===== config.mk =====
export PLATFORM = sky130hd
export DESIGN_NAME = uart_host_ctrl_flat
export DESIGN_NICKNAME = d
export VERILOG_FILES = /design/src/rtl/uart_host_ctrl_pkg.sv /design/src/rtl/uart_host_ctrl_if.sv /design/src/rtl/uart_ctrl_fifo.sv /design/src/rtl/uart_host_ctrl.sv /design/src/flat_wrapper.sv
export SDC_FILE = /design/constraint.sdc
export NUM_CORES = 1
export LEC_CHECK = 0
export CORE_ASPECT_RATIO = 1.25
export CORE_UTILIZATION = 59
export DETAILED_ROUTE_END_ITERATION = 6
export PLACE_DENSITY = 0.81
export SETUP_SLACK_MARGIN = 0.2
export SLEW_MARGIN = 20
export SYNTH_ARGS = -nofsm -noshare
export SYNTH_HDL_FRONTEND = slang
export SYNTH_SLANG_ARGS = --single-unit
export TNS_END_PERCENT = 100

===== constraint.sdc =====
create_clock -name clk16x -period 2.65 [get_ports clk16x]
set_input_delay 0.53 -clock clk16x [delete_from_list [all_inputs] [get_ports clk16x]]
set_output_delay 0.53 -clock clk16x [all_outputs]
set_load 0.01 [all_outputs]

===== src/rtl/uart_host_ctrl_pkg.sv =====
// Shared types and constants for the UART host controller: FSM state encodings,
// error-bit positions inside a stored RX entry, and default sizing.
package uart_host_ctrl_pkg;

  localparam int DEF_TX_DEPTH = 8;
  localparam int DEF_RX_DEPTH = 8;
  localparam int DEF_WAIT_MAX = 32;

  // RX FIFO entry is {frame_error, parity_error, data[7:0]}
  localparam int RX_W    = 10;
  localparam int ERR_PAR = 0;
  localparam int ERR_FRM = 1;

  typedef enum logic [1:0] {
    T_IDLE = 2'd0,
    T_WR   = 2'd1,
    T_WAIT = 2'd2
  } tx_state_e;

  typedef enum logic [1:0] {
    R_IDLE = 2'd0,
    R_RD   = 2'd1,
    R_WAIT = 2'd2
  } rx_state_e;

  function automatic int lvl_w(input int depth);
    return $clog2(depth) + 1;
  endfunction

endpackage


===== src/rtl/uart_host_ctrl_if.sv =====
// Host-side stream ports plus the UART-facing strobe/data pins of uart_host_ctrl.
// slave = controller view, master = fabric/UART view.
interface uart_host_ctrl_if #(
  parameter int TX_DEPTH = 8,
  parameter int RX_DEPTH = 8
);
  import uart_host_ctrl_pkg::*;

  localparam int TX_LW = lvl_w(TX_DEPTH);
  localparam int RX_LW = lvl_w(RX_DEPTH);

  logic [7:0]       tx_data;
  logic             tx_valid;
  logic             tx_ready;
  logic [7:0]       rx_data;
  logic [1:0]       rx_err;
  logic             rx_valid;
  logic             rx_ready;
  logic [TX_LW-1:0] tx_level;
  logic [RX_LW-1:0] rx_level;
  logic             timeout;
  logic             err_clr;
  logic [7:0]       par_cnt;
  logic [7:0]       frm_cnt;
  logic             u_wrn;
  logic [7:0]       u_d_in;
  logic             u_t_empty;
  logic             u_rdn;
  logic [7:0]       u_d_out;
  logic             u_r_ready;
  logic             u_parity_error;
  logic             u_frame_error;

  modport slave (
    input  tx_data, tx_valid, rx_ready, err_clr,
           u_t_empty, u_d_out, u_r_ready, u_parity_error, u_frame_error,
    output tx_ready, rx_data, rx_err, rx_valid, tx_level, rx_level,
           timeout, par_cnt, frm_cnt, u_wrn, u_d_in, u_rdn
  );

  modport master (
    output tx_data, tx_valid, rx_ready, err_clr,
           u_t_empty, u_d_out, u_r_ready, u_parity_error, u_frame_error,
    input  tx_ready, rx_data, rx_err, rx_valid, tx_level, rx_level,
           timeout, par_cnt, frm_cnt, u_wrn, u_d_in, u_rdn
  );

endinterface


===== src/rtl/uart_ctrl_fifo.sv =====
// Register-based FIFO with separate occupancy counter; DEPTH must be a power of two
// so the pointers wrap naturally. A pop on an empty FIFO is ignored.
module uart_ctrl_fifo #(
  parameter int WIDTH = 8,
  parameter int DEPTH = 8
) (
  input  logic                       clk16x,
  input  logic                       clrn,
  input  logic                       i_push,
  input  logic                       i_pop,
  input  logic [WIDTH-1:0]           i_din,
  output logic                       o_full,
  output logic                       o_empty,
  output logic [$clog2(DEPTH):0]     o_level,
  output logic [WIDTH-1:0]           o_head
);

  localparam int AW = $clog2(DEPTH);
  localparam int LW = AW + 1;

  logic [WIDTH-1:0] r_mem [DEPTH];
  logic [AW-1:0]    r_wr_ptr;
  logic [AW-1:0]    r_rd_ptr;
  logic [LW-1:0]    r_level;
  logic             w_do_push;
  logic             w_do_pop;

  assign o_full    = (r_level == LW'(DEPTH));
  assign o_empty   = (r_level == '0);
  assign o_level   = r_level;
  assign o_head    = r_mem[r_rd_ptr];
  assign w_do_pop  = i_pop & ~o_empty;
  // A push into a full FIFO is still accepted when the head leaves in the same cycle.
  assign w_do_push = i_push & (~o_full | w_do_pop);

  always_ff @(posedge clk16x or negedge clrn) begin
    if (!clrn) begin
      for (int i = 0; i < DEPTH; i++) r_mem[i] <= '0;
      r_wr_ptr <= '0;
      r_rd_ptr <= '0;
      r_level  <= '0;
    end else begin
      if (w_do_push) begin
        r_mem[r_wr_ptr] <= i_din;
        r_wr_ptr        <= r_wr_ptr + 1'b1;
      end
      if (w_do_pop) r_rd_ptr <= r_rd_ptr + 1'b1;
      case ({w_do_push, w_do_pop})
        2'b10:   r_level <= r_level + 1'b1;
        2'b01:   r_level <= r_level - 1'b1;
        default: r_level <= r_level;
      endcase
    end
  end

endmodule


===== src/rtl/uart_host_ctrl.sv =====
// Host-side TX/RX sequencer for full_duplex_uart, clocked by the x16 clock.
// Optional parity/frame error counters are built when UART_ERR_CNT_EN is defined.
//
// state  | meaning
// T_IDLE | wait for TX data and an empty UART transmitter; pop head into u_d_in
// T_WR   | u_wrn low for one cycle
// T_WAIT | wait for u_t_empty=0 (accepted) or WAIT_MAX cycles (timeout, byte dropped)
// R_IDLE | wait for u_r_ready with room in the RX FIFO
// R_RD   | u_rdn low for one cycle; byte and error bits pushed at its end
// R_WAIT | wait for u_r_ready=0 or WAIT_MAX cycles (timeout)
module uart_host_ctrl
  import uart_host_ctrl_pkg::*;
#(
  parameter int TX_DEPTH = DEF_TX_DEPTH,
  parameter int RX_DEPTH = DEF_RX_DEPTH,
  parameter int WAIT_MAX = DEF_WAIT_MAX
) (
  input  logic              clk16x,
  input  logic              clrn,
  uart_host_ctrl_if.slave   bus
);

  localparam int TW = $clog2(WAIT_MAX + 1);

  tx_state_e        r_tx_state;
  rx_state_e        r_rx_state;
  logic             r_wrn;
  logic             r_rdn;
  logic [7:0]       r_d_in;
  logic [TW-1:0]    r_tx_tmr;
  logic [TW-1:0]    r_rx_tmr;
  logic             r_timeout;

  logic             w_tx_full;
  logic             w_tx_empty;
  logic [7:0]       w_tx_head;
  logic             w_tx_push;
  logic             w_tx_pop;
  logic             w_tx_to;
  logic             w_rx_full;
  logic             w_rx_empty;
  logic [RX_W-1:0]  w_rx_head;
  logic [RX_W-1:0]  w_rx_din;
  logic             w_rx_push;
  logic             w_rx_to;

  assign w_tx_push   = bus.tx_valid & ~w_tx_full;
  assign bus.tx_ready = ~w_tx_full;

  uart_ctrl_fifo #(.WIDTH(8), .DEPTH(TX_DEPTH)) u_tx_fifo (
    .clk16x  (clk16x),
    .clrn    (clrn),
    .i_push  (w_tx_push),
    .i_pop   (w_tx_pop),
    .i_din   (bus.tx_data),
    .o_full  (w_tx_full),
    .o_empty (w_tx_empty),
    .o_level (bus.tx_level),
    .o_head  (w_tx_head)
  );

  assign w_rx_din  = {bus.u_frame_error, bus.u_parity_error, bus.u_d_out};
  assign w_rx_push = (r_rx_state == R_RD);

  uart_ctrl_fifo #(.WIDTH(RX_W), .DEPTH(RX_DEPTH)) u_rx_fifo (
    .clk16x  (clk16x),
    .clrn    (clrn),
    .i_push  (w_rx_push),
    .i_pop   (bus.rx_ready),
    .i_din   (w_rx_din),
    .o_full  (w_rx_full),
    .o_empty (w_rx_empty),
    .o_level (bus.rx_level),
    .o_head  (w_rx_head)
  );

  assign bus.rx_valid = ~w_rx_empty;
  assign bus.rx_data  = w_rx_head[7:0];
  assign bus.rx_err   = w_rx_head[RX_W-1:8];
  assign bus.u_wrn    = r_wrn;
  assign bus.u_rdn    = r_rdn;
  assign bus.u_d_in   = r_d_in;
  assign bus.timeout  = r_timeout;

  assign w_tx_pop = (r_tx_state == T_IDLE) & ~w_tx_empty & bus.u_t_empty;
  assign w_tx_to  = (r_tx_state == T_WAIT) & bus.u_t_empty & (r_tx_tmr == '0);
  assign w_rx_to  = (r_rx_state == R_WAIT) & bus.u_r_ready & (r_rx_tmr == '0);

  always_ff @(posedge clk16x or negedge clrn) begin
    if (!clrn) begin
      r_tx_state <= T_IDLE;
      r_wrn      <= 1'b1;
      r_d_in     <= '0;
      r_tx_tmr   <= '0;
    end else begin
      case (r_tx_state)
        T_IDLE: if (w_tx_pop) begin
          r_d_in     <= w_tx_head;
          r_wrn      <= 1'b0;
          r_tx_state <= T_WR;
        end
        T_WR: begin
          r_wrn      <= 1'b1;
          r_tx_tmr   <= TW'(WAIT_MAX - 1);
          r_tx_state <= T_WAIT;
        end
        T_WAIT: begin
          if (!bus.u_t_empty || w_tx_to) r_tx_state <= T_IDLE;
          else                           r_tx_tmr   <= r_tx_tmr - 1'b1;
        end
        default: begin
          r_wrn      <= 1'b1;
          r_tx_state <= T_IDLE;
        end
      endcase
    end
  end

  always_ff @(posedge clk16x or negedge clrn) begin
    if (!clrn) begin
      r_rx_state <= R_IDLE;
      r_rdn      <= 1'b1;
      r_rx_tmr   <= '0;
    end else begin
      case (r_rx_state)
        R_IDLE: if (bus.u_r_ready && !w_rx_full) begin
          r_rdn      <= 1'b0;
          r_rx_state <= R_RD;
        end
        R_RD: begin
          r_rdn      <= 1'b1;
          r_rx_tmr   <= TW'(WAIT_MAX - 1);
          r_rx_state <= R_WAIT;
        end
        R_WAIT: begin
          if (!bus.u_r_ready || w_rx_to) r_rx_state <= R_IDLE;
          else                           r_rx_tmr   <= r_rx_tmr - 1'b1;
        end
        default: begin
          r_rdn      <= 1'b1;
          r_rx_state <= R_IDLE;
        end
      endcase
    end
  end

  always_ff @(posedge clk16x or negedge clrn) begin
    if (!clrn)                  r_timeout <= 1'b0;
    else if (bus.err_clr)       r_timeout <= 1'b0;
    else if (w_tx_to | w_rx_to) r_timeout <= 1'b1;
  end

`ifdef UART_ERR_CNT_EN
  logic [7:0] r_par_cnt;
  logic [7:0] r_frm_cnt;

  // Saturating counts of error-tagged bytes entering the RX FIFO.
  always_ff @(posedge clk16x or negedge clrn) begin
    if (!clrn) begin
      r_par_cnt <= '0;
      r_frm_cnt <= '0;
    end else if (bus.err_clr) begin
      r_par_cnt <= '0;
      r_frm_cnt <= '0;
    end else if (w_rx_push) begin
      if (w_rx_din[8+ERR_PAR] && r_par_cnt != 8'hFF) r_par_cnt <= r_par_cnt + 1'b1;
      if (w_rx_din[8+ERR_FRM] && r_frm_cnt != 8'hFF) r_frm_cnt <= r_frm_cnt + 1'b1;
    end
  end

  assign bus.par_cnt = r_par_cnt;
  assign bus.frm_cnt = r_frm_cnt;
`else
  assign bus.par_cnt = '0;
  assign bus.frm_cnt = '0;
`endif

endmodule


===== src/flat_wrapper.sv =====
// flat-port wrapper written by rule: the top's interface ports become plain ports
module uart_host_ctrl_flat import uart_host_ctrl_pkg::*;
#(
  parameter int TX_DEPTH = DEF_TX_DEPTH,
  parameter int RX_DEPTH = DEF_RX_DEPTH,
  parameter int WAIT_MAX = DEF_WAIT_MAX
)
  (clk16x, clrn, bus_tx_data, bus_tx_valid, bus_rx_ready, bus_err_clr, bus_u_t_empty, bus_u_d_out, bus_u_r_ready, bus_u_parity_error, bus_u_frame_error, bus_tx_ready, bus_rx_data, bus_rx_err, bus_rx_valid, bus_tx_level, bus_rx_level, bus_timeout, bus_par_cnt, bus_frm_cnt, bus_u_wrn, bus_u_d_in, bus_u_rdn);
  uart_host_ctrl_if #(.TX_DEPTH(TX_DEPTH), .RX_DEPTH(RX_DEPTH)) bus_i ();
  input  logic clk16x;
  input  logic clrn;
  input wire logic [$bits(bus_i.tx_data)-1:0] bus_tx_data;
  input wire logic [$bits(bus_i.tx_valid)-1:0] bus_tx_valid;
  input wire logic [$bits(bus_i.rx_ready)-1:0] bus_rx_ready;
  input wire logic [$bits(bus_i.err_clr)-1:0] bus_err_clr;
  input wire logic [$bits(bus_i.u_t_empty)-1:0] bus_u_t_empty;
  input wire logic [$bits(bus_i.u_d_out)-1:0] bus_u_d_out;
  input wire logic [$bits(bus_i.u_r_ready)-1:0] bus_u_r_ready;
  input wire logic [$bits(bus_i.u_parity_error)-1:0] bus_u_parity_error;
  input wire logic [$bits(bus_i.u_frame_error)-1:0] bus_u_frame_error;
  output wire logic [$bits(bus_i.tx_ready)-1:0] bus_tx_ready;
  output wire logic [$bits(bus_i.rx_data)-1:0] bus_rx_data;
  output wire logic [$bits(bus_i.rx_err)-1:0] bus_rx_err;
  output wire logic [$bits(bus_i.rx_valid)-1:0] bus_rx_valid;
  output wire logic [$bits(bus_i.tx_level)-1:0] bus_tx_level;
  output wire logic [$bits(bus_i.rx_level)-1:0] bus_rx_level;
  output wire logic [$bits(bus_i.timeout)-1:0] bus_timeout;
  output wire logic [$bits(bus_i.par_cnt)-1:0] bus_par_cnt;
  output wire logic [$bits(bus_i.frm_cnt)-1:0] bus_frm_cnt;
  output wire logic [$bits(bus_i.u_wrn)-1:0] bus_u_wrn;
  output wire logic [$bits(bus_i.u_d_in)-1:0] bus_u_d_in;
  output wire logic [$bits(bus_i.u_rdn)-1:0] bus_u_rdn;
  assign bus_i.tx_data = bus_tx_data;
  assign bus_i.tx_valid = bus_tx_valid;
  assign bus_i.rx_ready = bus_rx_ready;
  assign bus_i.err_clr = bus_err_clr;
  assign bus_i.u_t_empty = bus_u_t_empty;
  assign bus_i.u_d_out = bus_u_d_out;
  assign bus_i.u_r_ready = bus_u_r_ready;
  assign bus_i.u_parity_error = bus_u_parity_error;
  assign bus_i.u_frame_error = bus_u_frame_error;
  assign bus_tx_ready = bus_i.tx_ready;
  assign bus_rx_data = bus_i.rx_data;
  assign bus_rx_err = bus_i.rx_err;
  assign bus_rx_valid = bus_i.rx_valid;
  assign bus_tx_level = bus_i.tx_level;
  assign bus_rx_level = bus_i.rx_level;
  assign bus_timeout = bus_i.timeout;
  assign bus_par_cnt = bus_i.par_cnt;
  assign bus_frm_cnt = bus_i.frm_cnt;
  assign bus_u_wrn = bus_i.u_wrn;
  assign bus_u_d_in = bus_i.u_d_in;
  assign bus_u_rdn = bus_i.u_rdn;
  uart_host_ctrl #(.TX_DEPTH(TX_DEPTH), .RX_DEPTH(RX_DEPTH), .WAIT_MAX(WAIT_MAX)) u_core (.clk16x(clk16x), .clrn(clrn), .bus(bus_i));
endmodule

==> metrics.md <==
| Metric | Value |
|---|---|
| Largest net degree at the start of global routing | 59 |
| WHS | 39.5 ps |
| Clock transition at the registers of the reported paths | 70 ps |
| Yosys top cell by area | dfrtp_1 |
| Setup ws final | 3.11 ps |
| Vias in the first global route | 6136 |
| DR vias/cell | 6.01 |
| RSZ-0062 raised after global routing | true |
| Final HPWL DP | 12500 um |
| Routability-driven placement congestion ratio | 0.848 |
| Slew Viols, Final | 0 |
| Avg WL per Cell | 20.5 um |
| Crit Path Max Fanout | 5 |
| Hold Crit Class | input pin to async pin |
| Slew HR | 39.9% |
| FFs w/ async S/R, synth | 100% |
| Root buffer cell | clkbuf_16 |
| Dpl ws | 4.34 ps |
| Core Area | 0.0152 mm2 |
| Peak per-stage delay on the critical path | 480 ps |
| Fin crit share | 99.9% |
| Final setup fails | 0 |
| Main flop type after synthesis | dfrtp_1 |
| Die width | 114 um |
| Yosys warning count | 0 |
| First-pass iteration count of the detailed router | 5 |
| Clk buf depth | 2 |
| Synth top area share | 51.0% |
| Iter 0 DRT Violations | 363 |
| Post-DRT Antenna Nets | 0 |
| H-tree Lvls | 4 |
| Top post-synthesis cells by area | dfrtp_1 51%, mux2_2 17%, mux4_2 8.7%, mux2_4 3.2%, ha_1 1.8% |
| GRT Util Overall | 26.2% |
| Post-synth EDFFs | 0 |
| Crit path time final | 2650 ps |
| Top cells by count, synth | 189 x dfrtp_1, 138 x mux2_2, 36 x mux4_2 |
| Die ar. | 0.0162 mm2 |
| Max cap viols | 0 |
| Fin area | 0.0111 mm2 |
| Netlist cell types | 69 |
| Cell area after placement | 0.0102 mm2 |
| Crit-path cells | buf_6, buf_16, buf_6, mux4_2, mux2_4, buf_6 |
| Post-Route WL | 19700 um |
| Max frequency | 378 MHz |
| Post-Syn Area | 0.00928 mm2 |
| N_diodes | 0 |
| Setup crit end kind | output port |
| Status | finished, final reports clean |
| Syn avg cell area | 14.2 um2 |
| Most common cell in the netlist | dfrtp_1 |
| Critical Path AT | 2120 ps |
| Buffers added on ports | 55 |
| Setup CP Type | flop to output port |
| Lkg Pwr | 0.00482 uW |
| CTS tree | yes |
| # DRC | 0 |
| Synthesized flop and latch total | 191 |
| Crit path top cell by count | buf_6 |
| Ratio of cells with drive above 1 in the final layout | 41.9% |
| NumNets Final | 780 |
| Worst Path Required | 2120 ps |
| # hold bufs at CTS | 0 |
| Die height | 142 um |
| Max rail drop VDD | 720 uV |
| Sink Count | 191 |
| P&R area growth vs syn | 19.3% |
| DR vias | 5769 |
| # rows | 50 |
| Initial antenna violation count | 0 |
| Number of CTS-inserted buffers | 17 |
| I/O pin cnt | 72 |
| First-pass GRT wire length | 32000 um |
| Slowest cell on crit path | mux4_2 |
| Pwr dens | 1300 mW/mm2 |
| Crit path launch type | flop |
| Post-synthesis sequential area ratio | 51.5% |
| Worst-margin pin slew | 901 ps |
| Initial Util | 61.1% |
| Final hold violations | 0 |
| Skew final | 9.30 ps |
| Post-Synthesis Cells | 653 |
| Worst-Skew Late Latency | 440 ps |
| Grt ovf | 0 |
==> final timing paths <==
| kind | cells past startpoint | end | slack, ps | start |
|---|---|---|---|---|
| max | 6 | bus_rx_data[7] | 3 | u_core.u_rx_fifo.r_rd_ptr[0] |
| min | 1 | u_core.u_rx_fifo.r_rd_ptr[2] | 40 | clrn |
| max reg2reg | 8 | u_core.u_rx_fifo.o_level[3] | 250 | u_core.u_rx_fifo.o_level[2] |
| min reg2reg | 2 | u_core.bus.u_wrn | 500 | u_core.bus.u_wrn |
| max in group asynchronous | 2 | u_core.u_rx_fifo.r_mem[63] | 1810 | clrn |
| min in group clk16x | 2 | u_core.bus.u_wrn | 500 | u_core.bus.u_wrn |
==> final cells by class <==
class / count / area [um2]
Tap cell: 208 / 260
Clock inverter: 9 / 134
Timing Repair Buffer: 100 / 1020
Fill cell: 970 / 4130
Inverter: 11 / 46.3
Multi-Input combinational cell: 420 / 4350
Sequential cell: 191 / 4790
Clock buffer: 21 / 470
==> where the power goes <==
| part | internal [uW] | total, uW | switching, uW |
|---|---|---|---|
| Sequential | 4330 | 5400 | 1070 |
| Clock | 1550 | 2630 | 1080 |
| Combinational | 3900 | 6350 | 2450 |
==> per-stage QoR <==
step / TNS [ps] / power, uW / instances / utilization (%)
after floorplan: 0 / 9230 / 668 / -
after global placement: 0 / 10700 / 916 / 67.1
after detailed placement: 0 / 11200 / 916 / 67.1
after CTS: 0 / 14300 / 958 / 72.5
after global routing: -40.9 / 15200 / 960 / 72.8
final: 0 / 14400 / 960 / 72.8
==> cell usage in the layout (no fill, tap or decap), types with 3 or more instances in the layout <==
cell type and instances:
nor3b_1 3, xnor2_1 8, o22ai_1 3, dfrtp_1 184, nor4_1 3, a311oi_1 4, a21oi_1 18, buf_16 3
nand3_1 10, nor2_1 26, buf_4 34, o21ai_0 6, mux4_2 36, clkdlybuf4s50_1 42, mux2_4 30, buf_6 15
buf_12 4, nand4b_2 3, mux2_2 128, clkbuf_8 3, nand2_1 17, and2_1 3, mux2i_1 8, xor2_1 6
nor3_1 8, ha_1 10, nor2b_1 4, nand2b_1 6, conb_1 16, a31oi_1 3, inv_1 10, nand4_1 3
dfrtp_2 5, clkbuf_16 17, o211ai_1 3, bufinv_16 3
==> what timing repair did <==
item	in CTS	in global routing
pin swaps	0	2
hold endpoints to repair	0	0
setup endpoints to repair	13	12
buffers inserted	9	2
resized for setup	70	10
cloned	3	0
==> kinds of logic after synthesis <==
family          count (synthesis)  share of synthesized area, %
xor+xnor                       14                          1.32
mux                           202                          29.6
fa+ha+maj                      14                          1.97
simple gates                  116                          8.02
flops                         191                          51.5
buf+inv                        57                          3.38
other cells                     1                        0.0404
compound gates                 58                          4.17
==> flip-flops by register name (all words and copies together) (netlist names), 4 cells and up <==
register,flops
u_core.u_rx_fifo.r_mem,80
u_core.r_rx_tmr,6
u_core.u_tx_fifo.r_mem,64
u_core.u_tx_fifo.o_level,4
u_core.u_rx_fifo.o_level,4
u_core.bus.u_d_in,8
u_core.r_tx_tmr,6
==> per-layer routing <==
layer,track usage [%],routed length [um]
met5,0,0
met4,11.5,505
met3,4.26,565
met2,46.7,10700
met1,31.3,7890
==> worst max-delay path, delay by kind of cell, from the launching register on <==
| kind | cells | cell delay, ps |
|---|---|---|
| mux | 2 | 770 |
| flops | 1 | 420 |
| buf+inv | 4 | 480 |
(Power assumes the default switching activity.)
